$ cat src/rtl/fp32_pkg.sv
// Shared IEEE-754 single-precision field constants and FloatAdder status codes.
package fp32_pkg;

  localparam int FP_BIAS    = 127;
  localparam int FP_EXP_W   = 8;
  localparam int FP_MAN_W   = 23;
  localparam int FP_EXP_MAX = 255;

  // FloatAdder overflow/status field encoding
  typedef enum logic [1:0] {
    FP_OVF_NONE      = 2'b00,
    FP_OVF_OVERFLOW  = 2'b01,
    FP_OVF_UNDERFLOW = 2'b10,
    FP_OVF_ABNORMAL  = 2'b11
  } fp_ovf_t;

endpackage

$ cat src/rtl/fp_round_rne.sv
// Round-to-nearest-even on a normalised single-precision significand.
// The hidden bit is implicit; a mantissa carry-out wraps man to zero and bumps exp.
module fp_round_rne
  import fp32_pkg::*;
(
  input  logic [FP_MAN_W-1:0] man_i,
  input  logic                guard_i,
  input  logic                sticky_i,
  input  logic [FP_EXP_W:0]   exp_i,
  output logic [FP_MAN_W-1:0] man_o,
  output logic [FP_EXP_W:0]   exp_o,
  output logic                inexact_o
);

  logic                round_up;
  logic                carry;
  logic [FP_MAN_W-1:0] man_sum;

  // Round up on guard with sticky or odd LSB (ties go to even)
  always_comb begin
    round_up           = guard_i & (sticky_i | man_i[0]);
    {carry, man_sum}   = {1'b0, man_i} + {{FP_MAN_W{1'b0}}, round_up};
    man_o              = man_sum;
    exp_o              = exp_i + {{FP_EXP_W{1'b0}}, carry};
    inexact_o          = guard_i | sticky_i;
  end

endmodule

$ cat src/rtl/int_to_float_conv.sv
// Integer (signed or unsigned) to IEEE-754 single converter.
// Multi-cycle: absolute value, one-bit-per-cycle normalise, RNE round.
module int_to_float_conv
  import fp32_pkg::*;
#(
  parameter int unsigned IN_WIDTH = 32
) (
  input  logic                clk,
  input  logic                rst,
  input  logic                in_valid,
  output logic                in_ready,
  input  logic [IN_WIDTH-1:0] in_data,
  input  logic                in_signed,
  output logic                out_valid,
  input  logic                out_ready,
  output logic [31:0]         out_data,
  output logic                out_inexact
);

  localparam int unsigned EXT_W = IN_WIDTH + 24;
  localparam logic [FP_EXP_W:0] EXP_INIT = (FP_EXP_W+1)'(FP_BIAS + int'(IN_WIDTH) - 1);

  typedef enum logic [2:0] {S_IDLE, S_ABS, S_NORM, S_ROUND, S_DONE} state_t;

  state_t                state_q;
  logic [IN_WIDTH-1:0]   data_q;
  logic                  signed_q;
  logic                  sign_q;
  logic [IN_WIDTH-1:0]   mag_q;
  logic [FP_EXP_W:0]     exp_q;
  logic                  in_ready_q;
  logic                  out_valid_q;
  logic [31:0]           out_data_q;
  logic                  out_inexact_q;

  logic                  sign_d;
  logic [IN_WIDTH-1:0]   mag_d;
  logic [EXT_W-1:0]      ext;
  logic [FP_MAN_W-1:0]   rnd_man_in;
  logic                  rnd_guard;
  logic                  rnd_sticky;
  logic [FP_MAN_W-1:0]   rnd_man;
  logic [FP_EXP_W:0]     rnd_exp;
  logic                  rnd_inexact;
  logic                  unused_exp_msb;

  // Magnitude of the captured operand, and mantissa/guard/sticky split of the normalised value.
  // Bits below the hidden bit are left-aligned into a zero-padded field so narrow inputs need no special case.
  always_comb begin
    sign_d     = signed_q & data_q[IN_WIDTH-1];
    mag_d      = sign_d ? -data_q : data_q;
    ext        = {mag_q[IN_WIDTH-2:0], 25'b0};
    rnd_man_in = ext[EXT_W-1 -: FP_MAN_W];
    rnd_guard  = ext[IN_WIDTH];
    rnd_sticky = |ext[IN_WIDTH-1:0];
  end

  fp_round_rne u_round (
    .man_i     (rnd_man_in),
    .guard_i   (rnd_guard),
    .sticky_i  (rnd_sticky),
    .exp_i     (exp_q),
    .man_o     (rnd_man),
    .exp_o     (rnd_exp),
    .inexact_o (rnd_inexact)
  );

  // Biased exponent peaks at 127+32, so bit 8 of the rounded exponent is always zero
  assign unused_exp_msb = rnd_exp[FP_EXP_W];

  // Conversion FSM with registered handshake and result outputs
  always_ff @(posedge clk or negedge rst) begin
    if (!rst) begin
      state_q       <= S_IDLE;
      data_q        <= '0;
      signed_q      <= 1'b0;
      sign_q        <= 1'b0;
      mag_q         <= '0;
      exp_q         <= '0;
      in_ready_q    <= 1'b1;
      out_valid_q   <= 1'b0;
      out_data_q    <= '0;
      out_inexact_q <= 1'b0;
    end else begin
      case (state_q)
        S_IDLE: begin
          if (in_valid) begin
            data_q     <= in_data;
            signed_q   <= in_signed;
            in_ready_q <= 1'b0;
            state_q    <= S_ABS;
          end
        end
        S_ABS: begin
          sign_q <= sign_d;
          mag_q  <= mag_d;
          exp_q  <= EXP_INIT;
          if (mag_d == '0) begin
            out_data_q    <= '0;
            out_inexact_q <= 1'b0;
            out_valid_q   <= 1'b1;
            state_q       <= S_DONE;
          end else begin
            state_q <= S_NORM;
          end
        end
        S_NORM: begin
          if (!mag_q[IN_WIDTH-1]) begin
            mag_q <= mag_q << 1;
            exp_q <= exp_q - (FP_EXP_W+1)'(1);
          end else begin
            state_q <= S_ROUND;
          end
        end
        S_ROUND: begin
          out_data_q    <= {sign_q, rnd_exp[FP_EXP_W-1:0], rnd_man};
          out_inexact_q <= rnd_inexact;
          out_valid_q   <= 1'b1;
          state_q       <= S_DONE;
        end
        S_DONE: begin
          if (out_ready) begin
            out_valid_q <= 1'b0;
            in_ready_q  <= 1'b1;
            state_q     <= S_IDLE;
          end
        end
        default: state_q <= S_IDLE;
      endcase
    end
  end

  assign in_ready    = in_ready_q;
  assign out_valid   = out_valid_q;
  assign out_data    = out_data_q;
  assign out_inexact = out_inexact_q;

endmodule

$ cat config.mk
export PLATFORM = sky130hd
export DESIGN_NAME = int_to_float_conv
export DESIGN_NICKNAME = d
export VERILOG_FILES = /design/src/rtl/fp32_pkg.sv /design/src/rtl/fp_round_rne.sv /design/src/rtl/int_to_float_conv.sv
export SDC_FILE = /design/constraint.sdc
export NUM_CORES = 1
export LEC_CHECK = 0
export CAP_MARGIN = 10
export CELL_PAD_IN_SITES_DETAIL_PLACEMENT = 2
export CELL_PAD_IN_SITES_GLOBAL_PLACEMENT = 2
export CORE_ASPECT_RATIO = 1.4
export CORE_MARGIN = 10
export CORE_UTILIZATION = 35
export CTS_BUF_LIST = sky130_fd_sc_hd__clkbuf_4
export CTS_CLUSTER_DIAMETER = 120
export CTS_CLUSTER_SIZE = 12
export DETAILED_ROUTE_END_ITERATION = 10
export PLACE_DENSITY_LB_ADDON = 0.25
export SYNTH_ARGS = -nofsm -noshare
export SYNTH_HDL_FRONTEND = slang
export SYNTH_SLANG_ARGS = --single-unit
$ cat constraint.sdc
create_clock -name clk -period 4.87 [get_ports clk]
set_input_delay 1.461 -clock clk [delete_from_list [all_inputs] [get_ports clk]]
set_output_delay 1.461 -clock clk [all_outputs]
set_load 0.05 [all_outputs]
== After elaboration in Yosys (flattened, before gate mapping) ==
Cells that the tools add are included.
Word-level totals
  register bits after elaboration: 113
  logic and storage cells: 61
Cells by class
  $add $sub $neg: 4
  eq/ne operators: 9
  muxes and demuxes: 20
  bitwise operators: 4
  reduce and logical (&&, ||, !) cells: 13
Operator list (number)
  $pmux W32 S2: 2
  $mux W32: 3
  $logic_not A32 Y1: 1
  $neg A32 Y32: 1
  $add A23 B1 Y24: 1
  $pmux W9 S2: 1
  $pmux W3 S5: 1
  $mux W3: 4
  $ne A2 B2 Y1 const B: 5
  $mux W9: 1
  $reduce_and A3 Y1: 3
  $sub A9 B1 Y9 const B: 1
  $add A8 B1 Y8: 1
  $reduce_or A7 Y1: 1
  $eq A3 B2 Y1 const B: 2
  $reduce_and A2 Y1: 3
  $reduce_bool A2 Y1: 3
  $mux W1: 5
  $pmux W1 S2: 2
  $eq A3 B1 Y1 const B: 1
  $eq A3 B3 Y1 const B: 1
  $logic_not A3 Y1: 1
  $pmux W1 S3: 1
  $reduce_bool A3 Y1: 1
  other kinds (2): 4

== Longest topological paths before layout ==
  depth in word-level cells: 6
  gate-level depth with buffers: 15
  gate-level depth less buffers: 15

== Modules after synthesis ==
From an unflattened synthesis, not the netlist that was laid out.
Unflattened totals
  cell total of the unflattened synthesis: 694
  area total of the unflattened synthesis: 6446.2 µm²
Modules (own cells, without submodules)
  int_to_float_conv: times used 1, cells an instance 611, area an instance 5849.4 µm², sequential area each 2829.0 µm²
  fp_round_rne: times used 1, cells an instance 83, area an instance 596.8 µm², sequential area each 0.0 µm²

== Least setup slack after synthesis ==
No wires, ideal clock.
  path type: flip-flop to flip-flop
  from: reg mag_q[6]
  to: reg out_data_q[30] (netlist: out_data[30])
  setup time: 125 ps
  arrival time: 2738 ps
  required time: 4745 ps
  setup slack: 2007 ps
  cell stages (with the launch flop): 16
  buffers on the path: 0
  period minus slack after synthesis: 2863 ps
  cells stage by stage: dfrtp_1 nor3_1 nand2_1 o21a_1 ha_1 nand2_1 nor4_1 nand2_1 nor2_1 ha_1 and3_1 and3_1 nand3_1 xnor2_1 a22oi_1 o21ai_2
On the way
  word-level cells in the longest chain between the ends: 6
Ends and longest elaborated chain
  start: declaration: line int_to_float_conv.sv:29  | logic [IN_WIDTH-1:0] mag_q;
  start signal: assignment: line int_to_float_conv.sv:96  | mag_q <= mag_d;
  start signal: assignment: line int_to_float_conv.sv:109  | mag_q <= mag_q << 1;
  $reduce_or A7 Y1: line int_to_float_conv.sv:55  | rnd_sticky = |ext[IN_WIDTH-1:0];
  $or A1 B1 Y1: line fp_round_rne.sv:21  | round_up = guard_i & (sticky_i | man_i[0]);
  $and A1 B1 Y1: line fp_round_rne.sv:21
  $add A23 B1 Y24: line fp_round_rne.sv:22  | {carry, man_sum} = {1'b0, man_i} + {{FP_MAN_W{1'b0}}, round_up};
  $add A8 B1 Y8: line fp_round_rne.sv:24  | exp_o = exp_i + {{FP_EXP_W{1'b0}}, carry};
  $pmux W32 S2: line int_to_float_conv.sv:85  | case (state_q)
  end signal: assignment: line int_to_float_conv.sv:116  | out_data_q <= {sign_q, rnd_exp[FP_EXP_W-1:0], rnd_man};
  end: declaration: line int_to_float_conv.sv:33  | logic [31:0] out_data_q;
Every way passes these cells.
A chain may end at the register's enable or synchronous reset.

== Worst setup path after layout ==
  from: reg data_q[0]
  to: reg out_data_q[31] (netlist: out_data[31])
On the way
  word-level cells in the longest chain between the ends: 5
Ends and longest elaborated chain
  start: declaration: line int_to_float_conv.sv:26  | logic [IN_WIDTH-1:0] data_q;
  start signal: assignment: line int_to_float_conv.sv:88  | data_q <= in_data;
  $neg A32 Y32: line int_to_float_conv.sv:51  | mag_d = sign_d ? -data_q : data_q;
  $mux W32 *: line int_to_float_conv.sv:51
  $logic_not A32 Y1 *: line int_to_float_conv.sv:98  | if (mag_d == '0) begin
  $ne A2 B2 Y1 (no source line) *
  $reduce_and A2 Y1 (no source line) *
Every way passes the cells marked *; elsewhere a longest branch is shown, timed or not.

==> metrics.txt <==
status finished clean; ratio of cells with drive above 1 in the final layout 15.4%; worst hold-check path type reg2reg; weighted congestion at the end of routability-driven global placement 0.855; drt first pass iters 4; summed negative setup slack over all endpoints 0 ns; net total in the final layout 811; CTS root buf clkbuf_4; post-synthesis async set-or-reset flop share 100%; Vert. Die Dim 186 um; met1 Use GR 18.4%; count of flip-flops with a built-in enable after synthesis 0; aggregate global-route resource usage 16.1%; final core utilization 40.7%; total wire length after detailed routing 21.1 mm; Final Slew Violations 0; Slew Limit Headroom 28.7%; Core Area 19400 um^2; arrival time of data at the critical path endpoint 4.09 ns; remaining number of nets flagged by the antenna check after routing 0; MaxCap Viol Count 0; buffers added on ports 71; number of design-rule violations left by the first detailed-router iteration 319; number of top-level pins 72; most frequent standard cell in the layout excluding fill and tap cells dfrtp_1; maximum resistive drop on vdd 0.000276 V; number of global-route vias before repair 6706; beginning of the critical path data_q[0]$_DFFE_PN0P_; footprint of the multi-input gates 3780 um^2; smallest hold slack 0.545 ns; synthesized netlist cell count 735; initial antenna violation count 1; Most used DFF post-synth dfrtp_1; clock-pin slew on the worst setup and hold paths 0.21 ns; global-route layer with the greatest usage met2; TritonCTS clock tree done; number of cells traversed by the worst register-to-register path 9; Distinct cells, synth 80; maximum operating frequency 272 MHz; start of the worst register-to-register path data_q[0]$_DFFE_PN0P_; Worst EP required 5.29 ns; r2r setup slk 1.20 ns; critical path class reg2reg; Syn Std Cell Area 6930 um^2; Worst Max-Slew Pin Slew 1.07 ns; count of final hold-check violations 0; share of the clock period used by the worst path after layout 75.4%; power after layout 5.32 mW; post-synthesis sequential area ratio 40.5%; detailed placement HPWL 15.8 mm; remaining design rule violation count 0; overall die width 139 um; Clk Latency, worst-skew pair 0.54 ns; number of buffers inserted during clock tree synthesis 9; met3 Usage GRT 2.49%; highest-count cells in the layout ignoring fill and taps dfrtp_1 (111), nand2_1 (74), clkdlybuf4s50_1 (70), nor2_1 (52), a22oi_1 (50); critical hold path startpoint sign_q$_DFFE_PN0P_; average routed wire per standard cell 20.6 um; worst r2r dst out_data[31]$_DFFE_PN0P_; endpoint with the worst hold slack sign_q$_DFFE_PN0P_; Setup Skew 0.0362 ns; number of clock sinks 112; total leakage power 3.00 nW; hold buffers post-CTS 0; DIE AREA 25900 um^2; Max Fanout on Critical Path 34; post-layout minimum cycle time 3.67 ns; cell depth of the worst min-delay path 2; Storage cell area 2800 um^2; number of synthesis warnings 0; setup repair after global routing missed its margin false; Filler Cells Inserted 2154; Cell Rows 60; H-Tree Level Count 3; via count normalized by instance count 5.78; starting density of the core 35.8%; residual overflow from global routing 0; number of synthesized register bits 112; area grow syn2layout 13.8%; wire length of the first global-routing pass 35.4 mm; average cell area after synthesis 9.42 um^2; post-CTS setup buffers 0; endpoint type of the worst setup path flip-flop; vias post-DR 5903; maximum number of buffers from clock root to sink 2; critical path launch point type flip-flop; final-report setup violation count 0; post-synth net total 778; CTS-repair resized insts 0; maximum number of pins on one net before global-route repair 53; routing usage on met2 29.5%; power density over the cells 675 nW/um^2
## Yosys cell counts, drive strengths merged, types with 3 or more instances
cell type	count	share of area, %
o211ai	3	0.47
nor4	13	2.1
nand3b	3	0.33
nor3b	4	0.51
xor2	25	3.2
and3	11	1.0
mux2i	6	0.87
inv	11	0.60
nor3	20	1.6
o2111a	3	0.51
xnor2	36	4.6
or3	5	0.45
clkbuf	41	2.2
nand3	19	1.4
and4	4	0.54
nand4	16	1.7
a41oi	5	0.63
or2	4	0.36
a21oi	26	2.1
o2111ai	3	0.38
dfrtp	111	40
nand2	74	4.0
o21ai	73	6.6
a31oi	5	0.45
nand4b	3	0.38
buf	20	2.3
and2	3	0.27
ha	6	1.1
or4	7	0.89
a22oi	50	5.4
mux2	28	4.6
nor2	57	3.2
o31ai	7	0.76
## worst max path at each step
| stage | endpoint | slack [ns] | cells after the start |
|---|---|---|---|
| 2_1_floorplan | out_data[30]$_DFFE_PN0P_ | 2.01 | 15 |
| 3_3_place_gp | out_data[31]$_DFFE_PN0P_ | 1.51 | 9 |
| 3_5_place_dp | out_data[31]$_DFFE_PN0P_ | 1.22 | 9 |
| 4_1_cts | out_data[31]$_DFFE_PN0P_ | 1.23 | 9 |
| 5_1_grt | out_data[0]$_DFFE_PN0P_ | 0.88 | 9 |
| 6_report | out_data[31]$_DFFE_PN0P_ | 1.20 | 9 |
## worst max-delay path: stages, from the launching register on
cell	delay (ns)
dfrtp_1	0.47
inv_1	0.12
ha_1	0.22
nor3b_2	0.51
nand4_1	0.37
a2111oi_0	0.53
a211o_1	0.19
o2111a_2	0.23
and4_4	0.67
o21ai_0	0.21
## per-layer routing
layer	vias to the layer above	routed length (um)
met5	-	0
met4	0	340
met3	29	660
met2	93	11200
met1	3039	8890
li1	2742	-
## power breakdown
| group | internal, mW | total, mW | switching (mW) |
|---|---|---|---|
| logic | 1.14 | 2.80 | 1.66 |
| registers | 1.32 | 2.01 | 0.687 |
| clock network | 0.163 | 0.517 | 0.354 |
## stage by stage
step / cells / cell area [um^2] / setup WS, ns
3_5_place_dp: 1005 / 7730 / 1.22
5_1_grt: 1022 / 7880 / 0.881
6_report: 1022 / 7880 / 1.20
4_1_cts: 1021 / 7880 / 1.23
2_1_floorplan: 735 / 6930 / 2.01
3_3_place_gp: 1005 / 7730 / 1.51
## state kept, by name, summed over array words and instances (netlist names)
name	flops
data_q	32
exp_q	8
in_ready	1
mag_q	32
out_data	32
out_inexact	1
out_valid	1
sign_q	1
signed_q	1
state_q	3
## final cells by class
class | count | area share [%]
multi-input combinational | 551 | 47.9
clock buffer | 9 | 0.857
tap | 248 | 3.94
clock inverter | 7 | 1.00
timing repair buffer | 83 | 10.1
sequential | 112 | 35.6
inverter | 11 | 0.524
antenna | 1 | 0.0318
## cell families after synthesis
family | Yosys count | share of synthesized area (%)
AND/OR/NAND/NOR | 249 | 19.3
XOR/XNOR | 61 | 7.71
adder cells (fa/ha/maj) | 6 | 1.08
flip-flops | 112 | 40.5
buffers and inverters | 72 | 5.15
AO/OA/AOI/OAI | 201 | 20.8
multiplexers | 34 | 5.42
Note: power is estimated with default switching activity, not from simulation.
